[config.mk]
export PLATFORM = sky130hd
export DESIGN_NAME = rgb_to_channels
export DESIGN_NICKNAME = d
export VERILOG_FILES = /design/src/rtl/pipeline_pkg.sv /design/src/rtl/chan_slot.sv /design/src/rtl/rgb_to_channels.sv
export SDC_FILE = /design/constraint.sdc
export NUM_CORES = 1
export LEC_CHECK = 0
export BUFFER_PORTS_ARGS = -buffer_cell sky130_fd_sc_hd__buf_4
export CAP_MARGIN = 10
export CORE_MARGIN = 1
export CORE_UTILIZATION = 45
export CTS_CLUSTER_SIZE = 24
export DETAILED_ROUTE_END_ITERATION = 10
export GPL_TIMING_DRIVEN = 0
export HOLD_SLACK_MARGIN = 0.08
export PLACE_DENSITY = 0.67
export SETUP_SLACK_MARGIN = 0.1
export SYNTH_ARGS = -nofsm -noshare
export SYNTH_HDL_FRONTEND = slang
export SYNTH_SLANG_ARGS = --single-unit
[constraint.sdc]
create_clock -name clk -period 2.4 [get_ports clk]
set_clock_uncertainty 0.15 [all_clocks]
set_input_delay 0.48 -clock clk [delete_from_list [all_inputs] [get_ports clk]]
set_output_delay 0.48 -clock clk [all_outputs]
set_load 0.05 [all_outputs]
[src/rtl/pipeline_pkg.sv]
// pipeline_pkg: shared channel indices and sizing helpers for the sharpening front-end
package pipeline_pkg;
  typedef enum logic [1:0] {CH_R, CH_G, CH_B} chan_e;
  localparam int NUM_CH = 3;
  function automatic int pix_w(input int w);
    return NUM_CH * w;
  endfunction
  function automatic int num_pixels(input int w, input int h);
    return w * h;
  endfunction
  function automatic int cnt_w(input int n);
    return n > 1 ? $clog2(n) : 1;
  endfunction
endpackage

[src/rtl/chan_slot.sv]
// chan_slot: one-entry {data,last} holding register with valid/ready handshake
module chan_slot #(
  parameter int W = 8
) (
  input  logic         clk,
  input  logic         reset_n,
  input  logic         load,
  input  logic [W-1:0] data_in,
  input  logic         last_in,
  input  logic         ready,
  output logic [W-1:0] data_out,
  output logic         valid,
  output logic         last,
  output logic         slot_free,
  output logic         done_hs
);
  logic [W-1:0] data_q, data_d;
  logic valid_q, valid_d, last_q, last_d;
  always_comb begin
    valid_d = load | (valid_q & ~ready);
    data_d  = load ? data_in : data_q;
    last_d  = load ? last_in : last_q;
  end
  always_ff @(posedge clk or negedge reset_n) begin
    if (!reset_n) begin
      data_q  <= '0;
      valid_q <= 1'b0;
      last_q  <= 1'b0;
    end else begin
      data_q  <= data_d;
      valid_q <= valid_d;
      last_q  <= last_d;
    end
  end
  assign data_out  = data_q;
  assign valid     = valid_q;
  assign last      = last_q;
  assign slot_free = ~valid_q | ready;
  assign done_hs   = valid_q & ready & last_q;
endmodule

[src/rtl/rgb_to_channels.sv]
// rgb_to_channels: fork packed RGB pixels into three independently drained channel streams
module rgb_to_channels
  import pipeline_pkg::*;
#(
  parameter int WIDTH     = 8,
  parameter int IMG_W     = 512,
  parameter int IMG_H     = 512,
  parameter bit BGR_ORDER = 1'b0
) (
  input  logic                    clk,
  input  logic                    reset_n,
  input  logic [3*WIDTH-1:0]      pixel_in,
  input  logic                    pixel_valid,
  output logic                    pixel_ready,
  output logic [WIDTH-1:0]        r_data_out,
  output logic                    r_valid,
  input  logic                    r_ready,
  output logic                    r_last,
  output logic [WIDTH-1:0]        g_data_out,
  output logic                    g_valid,
  input  logic                    g_ready,
  output logic                    g_last,
  output logic [WIDTH-1:0]        b_data_out,
  output logic                    b_valid,
  input  logic                    b_ready,
  output logic                    b_last,
  output logic                    frame_done
);
  localparam int PIX_W      = pix_w(WIDTH);
  localparam int NUM_PIXELS = num_pixels(IMG_W, IMG_H);
  localparam int CNT_W      = cnt_w(NUM_PIXELS);
  localparam logic [CNT_W-1:0] LAST_IDX = CNT_W'(NUM_PIXELS - 1);
  logic [WIDTH-1:0] ch_in [NUM_CH];
  logic [WIDTH-1:0] ch_out [NUM_CH];
  logic [NUM_CH-1:0] ch_ready, ch_valid, ch_last, slot_free, hs;
  logic [NUM_CH-1:0] done_q, done_d, done_all;
  logic [CNT_W-1:0] cnt_q, cnt_d;
  logic frame_done_q, frame_done_d, accept, at_last;
  assign ch_in[CH_R] = BGR_ORDER ? pixel_in[WIDTH-1:0] : pixel_in[PIX_W-1:2*WIDTH];
  assign ch_in[CH_G] = pixel_in[2*WIDTH-1:WIDTH];
  assign ch_in[CH_B] = BGR_ORDER ? pixel_in[PIX_W-1:2*WIDTH] : pixel_in[WIDTH-1:0];
  assign ch_ready    = {b_ready, g_ready, r_ready};
  for (genvar i = 0; i < NUM_CH; i++) begin : g_slot
    chan_slot #(.W(WIDTH)) u_slot (
      .clk       (clk),
      .reset_n   (reset_n),
      .load      (accept),
      .data_in   (ch_in[i]),
      .last_in   (at_last),
      .ready     (ch_ready[i]),
      .data_out  (ch_out[i]),
      .valid     (ch_valid[i]),
      .last      (ch_last[i]),
      .slot_free (slot_free[i]),
      .done_hs   (hs[i])
    );
  end
  assign pixel_ready = &slot_free;
  assign accept      = pixel_valid & pixel_ready;
  assign at_last     = cnt_q == LAST_IDX;
  always_comb begin
    cnt_d        = accept ? (at_last ? '0 : cnt_q + CNT_W'(1)) : cnt_q;
    done_all     = done_q | hs;
    frame_done_d = &done_all;
    done_d       = frame_done_d ? '0 : done_all;
  end
  always_ff @(posedge clk or negedge reset_n) begin
    if (!reset_n) begin
      cnt_q        <= '0;
      done_q       <= '0;
      frame_done_q <= 1'b0;
    end else begin
      cnt_q        <= cnt_d;
      done_q       <= done_d;
      frame_done_q <= frame_done_d;
    end
  end
  assign r_data_out = ch_out[CH_R];
  assign g_data_out = ch_out[CH_G];
  assign b_data_out = ch_out[CH_B];
  assign r_valid    = ch_valid[CH_R];
  assign g_valid    = ch_valid[CH_G];
  assign b_valid    = ch_valid[CH_B];
  assign r_last     = ch_last[CH_R];
  assign g_last     = ch_last[CH_G];
  assign b_last     = ch_last[CH_B];
  assign frame_done = frame_done_q;
endmodule

* Word-level counts from Yosys, hierarchy flattened
Cells that the tools add are included.
Operators by class: equality and inequality tests 1, reductions and logical operators 2, bitwise gates (word level) 23, add/sub/neg operators 1, multiplexer cells 2
Operator list (count):
- 18-bit by 1-bit adder with 18-bit output, second input constant | 1
- 18-bit equality test, second input constant | 1
- 18-bit 2-to-1 mux | 1
- 1-bit bitwise AND | 10
- 1-bit NOT | 6
- 1-bit bitwise OR | 6
- 3-bit AND reduction | 2
- 3-bit 2-to-1 mux | 1
- 3-bit bitwise OR | 1
Storage, ports and cells: bits in registers 50, bits of input ports 30

* Logic depth before layout (Yosys ltp)
Gate-level depths: netlist of the first run.
depth after elaboration 5, gate-level depth with buffers 6, mapped depth without buffers 5

* By module
From an unflattened synthesis of the first run, not the netlist that was laid out.
Second synthesis, totals: cells, all modules 173, area total of the unflattened synthesis 2298.5 sq um
Modules (own cells, without submodules):
- chan_slot | times used 3, cells an instance 23, area each 417.9 sq um
- rgb_to_channels | times used 1, cells an instance 104, area each 1044.8 sq um

* Worst setup path after synthesis of the first run
No wires, ideal clock.
path kind register to output, from register g_slot[0].u_slot.valid_q, to output port pixel_ready, cell stages (with the launch flop) 3, slack 0.422 ns, data required time 1.770 ns, arrival 1.348 ns, cells stage by stage dfrtp_1 > or2b_2 > and3_1
Between the ends: word-level cells in the longest chain between the ends 3
RTL lines:
- start: declaration | line chan_slot.sv:18 | logic valid_q, valid_d, last_q, last_d;
- start signal: assignment | line chan_slot.sv:31 | valid_q <= valid_d;
- 1-bit NOT | line chan_slot.sv:38 | assign slot_free = ~valid_q | ready;
- 1-bit bitwise OR | line chan_slot.sv:38
- 3-bit AND reduction | line rgb_to_channels.sv:58 | assign pixel_ready = &slot_free;
- end: declaration | line rgb_to_channels.sv:14 | output logic pixel_ready,
Every way passes these cells.

* Worst setup path after layout of the first run
from register cnt_q[0], to register cnt_q[1]
Between the ends: word-level cells in the longest chain between the ends 2, elaborated cells between the ends (all ways) 3, those cells by class add/sub: 1; eq/ne: 1; mux: 1
RTL lines:
- start: declaration | line rgb_to_channels.sv:37 | logic [CNT_W-1:0] cnt_q, cnt_d;
- start signal: assignment | line rgb_to_channels.sv:73 | cnt_q <= cnt_d;
- 18-bit by 1-bit adder with 18-bit output / 18-bit equality test (equally long branches) | line rgb_to_channels.sv:62, rgb_to_channels.sv:60
- 18-bit 2-to-1 mux * | line rgb_to_channels.sv:62 | cnt_d = accept ? (at_last ? '0 : cnt_q + CNT_W'(1)) : cnt_q;
Mark *: on every way between the ends. The rest lies on a longest branch, timed or not. A chain may end at the register's enable or synchronous reset.

==> results by group, run 1 <==
Hold path
  – HP Start: pixel_in[23]
  – Worst hold path class: input pin to flop
  – Hold Path Depth: 3

Detailed routing
  – Drt first pass iters: 4
  – Via/cell ratio: 5.026
  – Detailed Route WL: 4473 µm
  – DRC viols: 0
  – Total number of vias: between 1,500 and 2,000
  – Antenna Nets Post-Route: 0
  – Post-DR wirelength/cell: 12.93 µm
  – DR iter-0 viols: between 60 and 70

Synthesis
  – Most frequent cell after synthesis: nand2_1
  – Synthesized instance count: about 220
  – Syn Area/Cell: 9.708 µm²
  – Post-synth top cells: nand2_1, dfrtp_1, nand4_1
  – Area share of the largest cell type after synthesis: 57.54%
  – Synth Flop Type: dfrtp_1
  – Cell Area, Synth: 2175 µm²
  – Cell taking the most area after synthesis: dfrtp_1
  – Number of synthesized flops with an enable pin: 0
  – Yosys warnings: 0
  – Ys async rst share: between 90% and 100%
  – Syn Nets: 255
  – Largest cells by area after synthesis: dfrtp_1, nand2_1, nand4_1, xnor2_1, a31oi_1
  – Register bit total from synthesis: 50
  – Post-synth cell types: between 40 and 50
  – Sequential share of the synthesized area: 57.54%

Layout
  – Layout Nets: about 320
  – Ant diodes: 0
  – Fillers: about 410
  – Reg area: 1251 µm²
  – Area grow syn2layout: 28.71%
  – Multi-input logic area: 862.1 µm²
  – Util after Layout: just over 60%
  – Final Instance Count excl. Fillers: about 350
  – Share of layout cells above drive strength 1: between 20% and 30%

STA
  – Worst slew pin tran: roughly 610 ps
  – Fin crit period: between 2000 and 2500 ps
  – Max Freq: between 400 and 500 MHz
  – Final Hold Viols: 0
  – RSZ-0062 raised after global routing: false
  – Fin crit share: ~87%
  – Worst slew margin: 59.17%
  – Fin Setup TNS: 0 ps
  – Final setup fails: 0
  – Post-route setup slack: roughly 310 ps
  – Final Max Tran Viols: 0

Power and ir drop
  – P per Cell Area: slightly below 1000 nW/µm²
  – Static leakage power: about 0.0014 µW
  – Peak supply drop: ~0.52 mV
  – Tot Pwr: 2756 µW

Status
  – Status: complete, no violations

CTS
  – Clock root buffer: clkbuf_8
  – Clk_lat worst skew: around 290 ps
  – Post-CTS sizing: 0
  – Worst-path clk slew: approximately 90 ps
  – Clock buffer depth: 2
  – CTS buffer count: 5
  – CTS tree: done
  – H-tree Lvls: 2
  – CTS Sinks: 50

Setup path
  – CP arrival: around 2100 ps
  – Worst Reg-to-Reg Cells: 5
  – Crit-path max cell delay: around 520 ps
  – CP max-delay cell: nor4_2
  – Element type at the critical path end: flop
  – CP Class: flop to flop
  – Startpoint class of the critical path: flop
  – Crit path required time: 2420 ps
  – Crit Path Max Fanout: 5
  – FF-to-FF Start: cnt_q[0]$_DFFE_PN0P_
  – Critical path, cell by cell: ha_1 -> nand4_1 -> nor4_2 -> and2_1 -> o21ai_0
  – Crit path from: cnt_q[0]$_DFFE_PN0P_

Die
  – Initial Utilization: around half
  – Num rows: 24
  – Die width: between 70 and 80 µm
  – Die height: between 70 and 80 µm
  – Die Area: ~5100 µm²
  – Top-Level Pins: 62
  – Core box area: ~4500 µm²

GRT
  – Initial antenna violation count: 0
  – GR Util All Layers: 18.92%
  – Total grt overflow: 0
  – Vias in the first global route: about 1,700
  – First-pass GRT wire length: approximately 7600 µm
  – M1 GR Usage: 24.12%
  – M2 GR Usage: about a third
  – Top Usage Layer GRT: met2
  – Met3 usage: 6.470%
  – Largest net degree at the start of global routing: a little over 50

Place
  – GP Congestion: around 0.73
  – Dpl hpwl: about 3100 µm
  – Port-buffer cells: between 60 and 70
  – Pre-CTS setup slack: around 220 ps
  – DP Cell Count: around 340

Flow run
  – Max Cap Viol: 0
layout by cell type, fill, tap and decap left out, types with 2 or more instances in the layout:
master	synthesis	layout
o211ai_1	2	2
and4_1	2	2
nand4_1	10	10
and3_1	3	3
or4_1	2	2
clkbuf_1	2	3
nand3_2	2	2
or2_0	2	2
xnor2_1	6	6
dfrtp_1	50	50
nor2_1	5	5
buf_4	2	63
a41oi_1	2	2
buf_2	3	3
nand2b_1	2	2
a31oi_1	6	6
nand2_1	86	86
buf_1	4	4
xor2_1	2	2
nor4_1	2	2
or2b_2	2	2
or2_2	2	2
o21ai_0	3	3
clkbuf_8	0	6
and2_1	2	2
nor3_1	4	4
power breakdown:
| part | switching [µW] | leakage (µW) | internal (µW) | total, µW |
|---|---|---|---|---|
| Combinational | 759 | 0.000752 | 335 | 1090 |
| Sequential | 148 | 0.000625 | 1030 | 1170 |
| Clock | 254 | 0.0000482 | 233 | 487 |
critical path, delay by kind of cell (launching register included):
family	cells	cell delay, ps
AND/OR/NAND/NOR	3	1070
flip-flops	1	410
adder cells (fa/ha/maj)	1	220
AO/OA/AOI/OAI	1	120
stage by stage:
stage	hold slack (ps)	cell area [µm²]
finish	223.9	2799
global route	207.2	2799
CTS	214.9	2799
detailed placement	313.0	2698
global placement	309.6	2698
floorplan	34.41	2175
registers in the layout, summed over array words and instances (netlist names):
name / flops
cnt_q: 18
done_q: 3
frame_done: 1
g_slot.u_slot.valid: 3
g_slot.u_slot.data_out: 24
g_slot.u_slot.last: 1
logic make-up after synthesis:
logic type / Yosys count / share of synthesized area, %
adders and majority gates: 1 / 0.5753
and+or+nand+nor: 133 / 29.57
xor gates and xnor gates: 8 / 3.222
DFF: 50 / 57.54
AOI/OAI and AO/OA: 17 / 5.293
muxes: 2 / 0.9781
buffers and inverters: 13 / 2.818
routing by layer:
metal | wire length, µm | part of all wire [%]
met1 | 2050 | 46
met2 | 2152 | 48
met3 | 252 | 5.6
met4 | 17 | 0.38
met5 | 0 | 0
layout make-up:
type                            count  share of cell area [%]
Multi-Input combinational cell    161                   30.80
Timing Repair Buffer               62                   16.72
Clock buffer                        7                   3.084
Clock inverter                      1                  0.1788
Buffer                             12                   2.056
Inverter                            1                  0.1341
Tap cell                           52                   2.325
Sequential cell                    50                   44.70
worst paths after layout:
| path | endpoint | slack (ps) |
|---|---|---|
| worst max-delay path | cnt_q[1]$_DFFE_PN0P_ | 310 |
| worst min-delay path | g_slot[0].u_slot.data_out[7]$_DFFE_PN0P_ | 220 |
| worst max register to register | cnt_q[1]$_DFFE_PN0P_ | 310 |
| worst min register to register | g_slot[0].u_slot.data_out[2]$_DFFE_PN0P_ | 330 |
| max in group asynchronous | g_slot[1].u_slot.data_out[3]$_DFFE_PN0P_ | 1090 |
| min in group asynchronous | done_q[0]$_DFF_PN0_ | 600 |
timing repair:
action	4_1_cts	5_1_grt
endpoints found under the hold margin	42	0
hold buffers	1	0
setup buffers	0	0
No activity file was read; power rests on OpenSTA's default activity.
==> inputs of run 2 (changes only) <==
--- a/config.mk
+++ b/config.mk
@@ -7,6 +7,7 @@
 export LEC_CHECK = 0
 export BUFFER_PORTS_ARGS = -buffer_cell sky130_fd_sc_hd__buf_4
 export CAP_MARGIN = 10
+export CORE_ASPECT_RATIO = 1.4
 export CORE_MARGIN = 1
 export CORE_UTILIZATION = 45
 export CTS_CLUSTER_SIZE = 24
==> results by group, run 2 (same netlist as run 1, synthesis figures left out) <==
Status
  – Status: complete, no violations

CTS
  – Postcts setup bufs: 0 (unchanged)
  – Clock buffer depth: 2 (unchanged)
  – CTS Sinks: 50 (unchanged)
  – Worst-path clk slew: 90 ps (about the same)
  – Post-CTS sizing: 0 (unchanged)
  – Hold-fix buffers at CTS: 1 (unchanged)
  – CTS buffer count: 5 (unchanged)
  – Clk_lat worst skew: 290 ps (about the same)
  – CTS tree: done
  – H-tree Lvls: 2 (unchanged)
  – Clock root buffer: clkbuf_8

Layout
  – Share of layout cells above drive strength 1: 28.57% (unchanged)
  – Final Instance Count excl. Fillers: 356 (+2.9%)
  – Most common cell after layout, fill and taps aside: nand2_1
  – Layout Nets: 324 (unchanged)
  – Max reg flops: 24 (unchanged)
  – Commonest non-fill, non-tap cells in the layout: nand2_1, buf_4, dfrtp_1, nand4_1
  – Area grow syn2layout: 29.29%
  – Ant diodes: 0 (unchanged)

Setup path
  – Crit path required time: 2420 ps (about the same)
  – Critical Path End: cnt_q[3]$_DFFE_PN0P_
  – Element type at the critical path end: flop
  – Critical R2R Capture: cnt_q[3]$_DFFE_PN0P_
  – Worst Reg-to-Reg Cells: 5 (unchanged)
  – CP arrival: 2120 ps (about the same)
  – Startpoint class of the critical path: flop
  – FF-to-FF Start: cnt_q[0]$_DFFE_PN0P_
  – Reg-to-reg slack, setup: 300 ps (about the same)
  – Crit path from: cnt_q[0]$_DFFE_PN0P_
  – Crit Path Max Fanout: 5 (unchanged)
  – CP Class: flop to flop

Place
  – Port-buffer cells: 61 (unchanged)
  – GP Congestion: 0.7396 (+1.2%)
  – DP Cell Count: 347 (+3.0%)
  – Dpl hpwl: 3244 µm (+3.4%)
  – Pre-CTS setup slack: 290.6 ps (+73.75 ps)

Power and ir drop
  – P per Cell Area: 981.6 nW/µm² (-0.30%)
  – Peak supply drop: 0.6582 mV (+26%)
  – Static leakage power: 0.001425 µW (unchanged)

Detailed routing
  – Drt first pass iters: 4 (unchanged)
  – Detailed Route WL: 4547 µm (+1.7%)
  – Antenna Nets Post-Route: 0 (unchanged)
  – Via/cell ratio: 5.011 (-0.29%)
  – Post-DR wirelength/cell: 12.77 µm (-1.2%)
  – DRC viols: 0 (unchanged)
  – Total number of vias: 1,784 (+2.6%)
  – DR iter-0 viols: 91 (+34%)

STA
  – Fin Setup TNS: 0 ps (unchanged)
  – Worst slew margin: 57.71% (-1.5 points)
  – RSZ-0062 raised after global routing: false
  – Fin crit period: 2096 ps (+3.723 ps)
  – Worst slew pin tran: 634.4 ps (+21.88 ps)
  – Final Max Tran Viols: 0 (unchanged)
  – Fin crit share: 87.33% (+0.16 points)
  – Final setup fails: 0 (unchanged)
  – Final Hold Viols: 0 (unchanged)
  – Post-route setup slack: 304.2 ps (-3.723 ps)
  – Max Freq: 477.1 MHz (-0.18%)

GRT
  – GR Util All Layers: 19.90% (+0.98 points)
  – First-pass GRT wire length: 7672 µm (+0.91%)
  – Met3 usage: 5.085% (-1.4 points)
  – M1 GR Usage: 23.12% (-1.0 points)
  – Total grt overflow: 0 (unchanged)
  – Vias in the first global route: 1,782 (+3.5%)
  – Largest net degree at the start of global routing: 51 (unchanged)
  – Top Usage Layer GRT: met2
  – M2 GR Usage: 33.47% (+1.5 points)
  – Initial antenna violation count: 0 (unchanged)

Die
  – Die Area: 5118 µm² (about the same)
  – Top-Level Pins: 62 (unchanged)
  – Die height: 84.25 µm (+18%)
  – Num rows: 29 (+21%)
  – Core box area: 4572 µm² (+1.5%)
  – Die width: 60.75 µm (-15%)
  – Initial Utilization: 47.56% (-0.71 points)

Flow run
  – Max Cap Viol: 0 (unchanged)

Hold path
  – Worst hold path class: input pin to flop
-- run 2: worst min path at each step --
| stage | startpoint | to | slack, ps | cells past startpoint |
|---|---|---|---|---|
| detailed placement | cnt_q[16]$_DFFE_PN0P_ | cnt_q[16]$_DFFE_PN0P_ | 310 | 1 |
| global route | pixel_in[4] | g_slot[2].u_slot.data_out[4]$_DFFE_PN0P_ | 210 | 3 |
| finish | pixel_in[9] | g_slot[1].u_slot.data_out[1]$_DFFE_PN0P_ | 220 | 3 |
| CTS | pixel_in[17] | g_slot[0].u_slot.data_out[1]$_DFFE_PN0P_ | 210 | 3 |
| global placement | g_slot[2].u_slot.data_out[6]$_DFFE_PN0P_ | g_slot[2].u_slot.data_out[6]$_DFFE_PN0P_ | 310 | 2 |
| floorplan | reset_n | cnt_q[0]$_DFFE_PN0P_ | 30 | 0 |
-- run 2: worst max-delay path: stages, from the launching register on --
cell	delay, ps
dfrtp_1	410
ha_1	210
nand4_1	260
nor4_2	530
and2_1	290
o211ai_1	130
-- run 2: final cells by class --
class | count | area (µm²)
multi-input cells | 161 | 862.1
clock buffers | 7 | 86.33
fillers | 423 | 1760
plain buffers | 12 | 57.56
well taps | 62 | 77.57
repair buffers | 62 | 467.9
flip-flops and latches | 50 | 1251
clock inverters | 1 | 5.005
inverters | 1 | 3.754
-- run 2: per-stage QoR --
step / power, µW / hold slack, ps / instance area (µm²) / util, %
after floorplan: 1917 / 34.41 / 2175 / -
after global placement: 2270 / 310.6 / 2710 / 59.28
after detailed placement: 2286 / 312.8 / 2710 / 59.28
after CTS: 2793 / 206.2 / 2811 / 61.49
after global routing: 2916 / 210.5 / 2811 / 61.49
final: 2760 / 216.1 / 2811 / 61.49
-- run 2: per-layer routing --
metal  up-vias  part of all wire [%]
li1        887                     -
met1       852                    42
met2        37                    51
met3         8                   3.8
met4         0                   2.4
met5         -                     0
-- run 2: where the power goes --
group          total (µW)  leakage (µW)  switching [µW]  internal, µW
clock network         499     0.0000482             266           233
logic                1090      0.000752             756           335
registers            1170      0.000625             145          1030
total                2760       0.00142            1170          1590
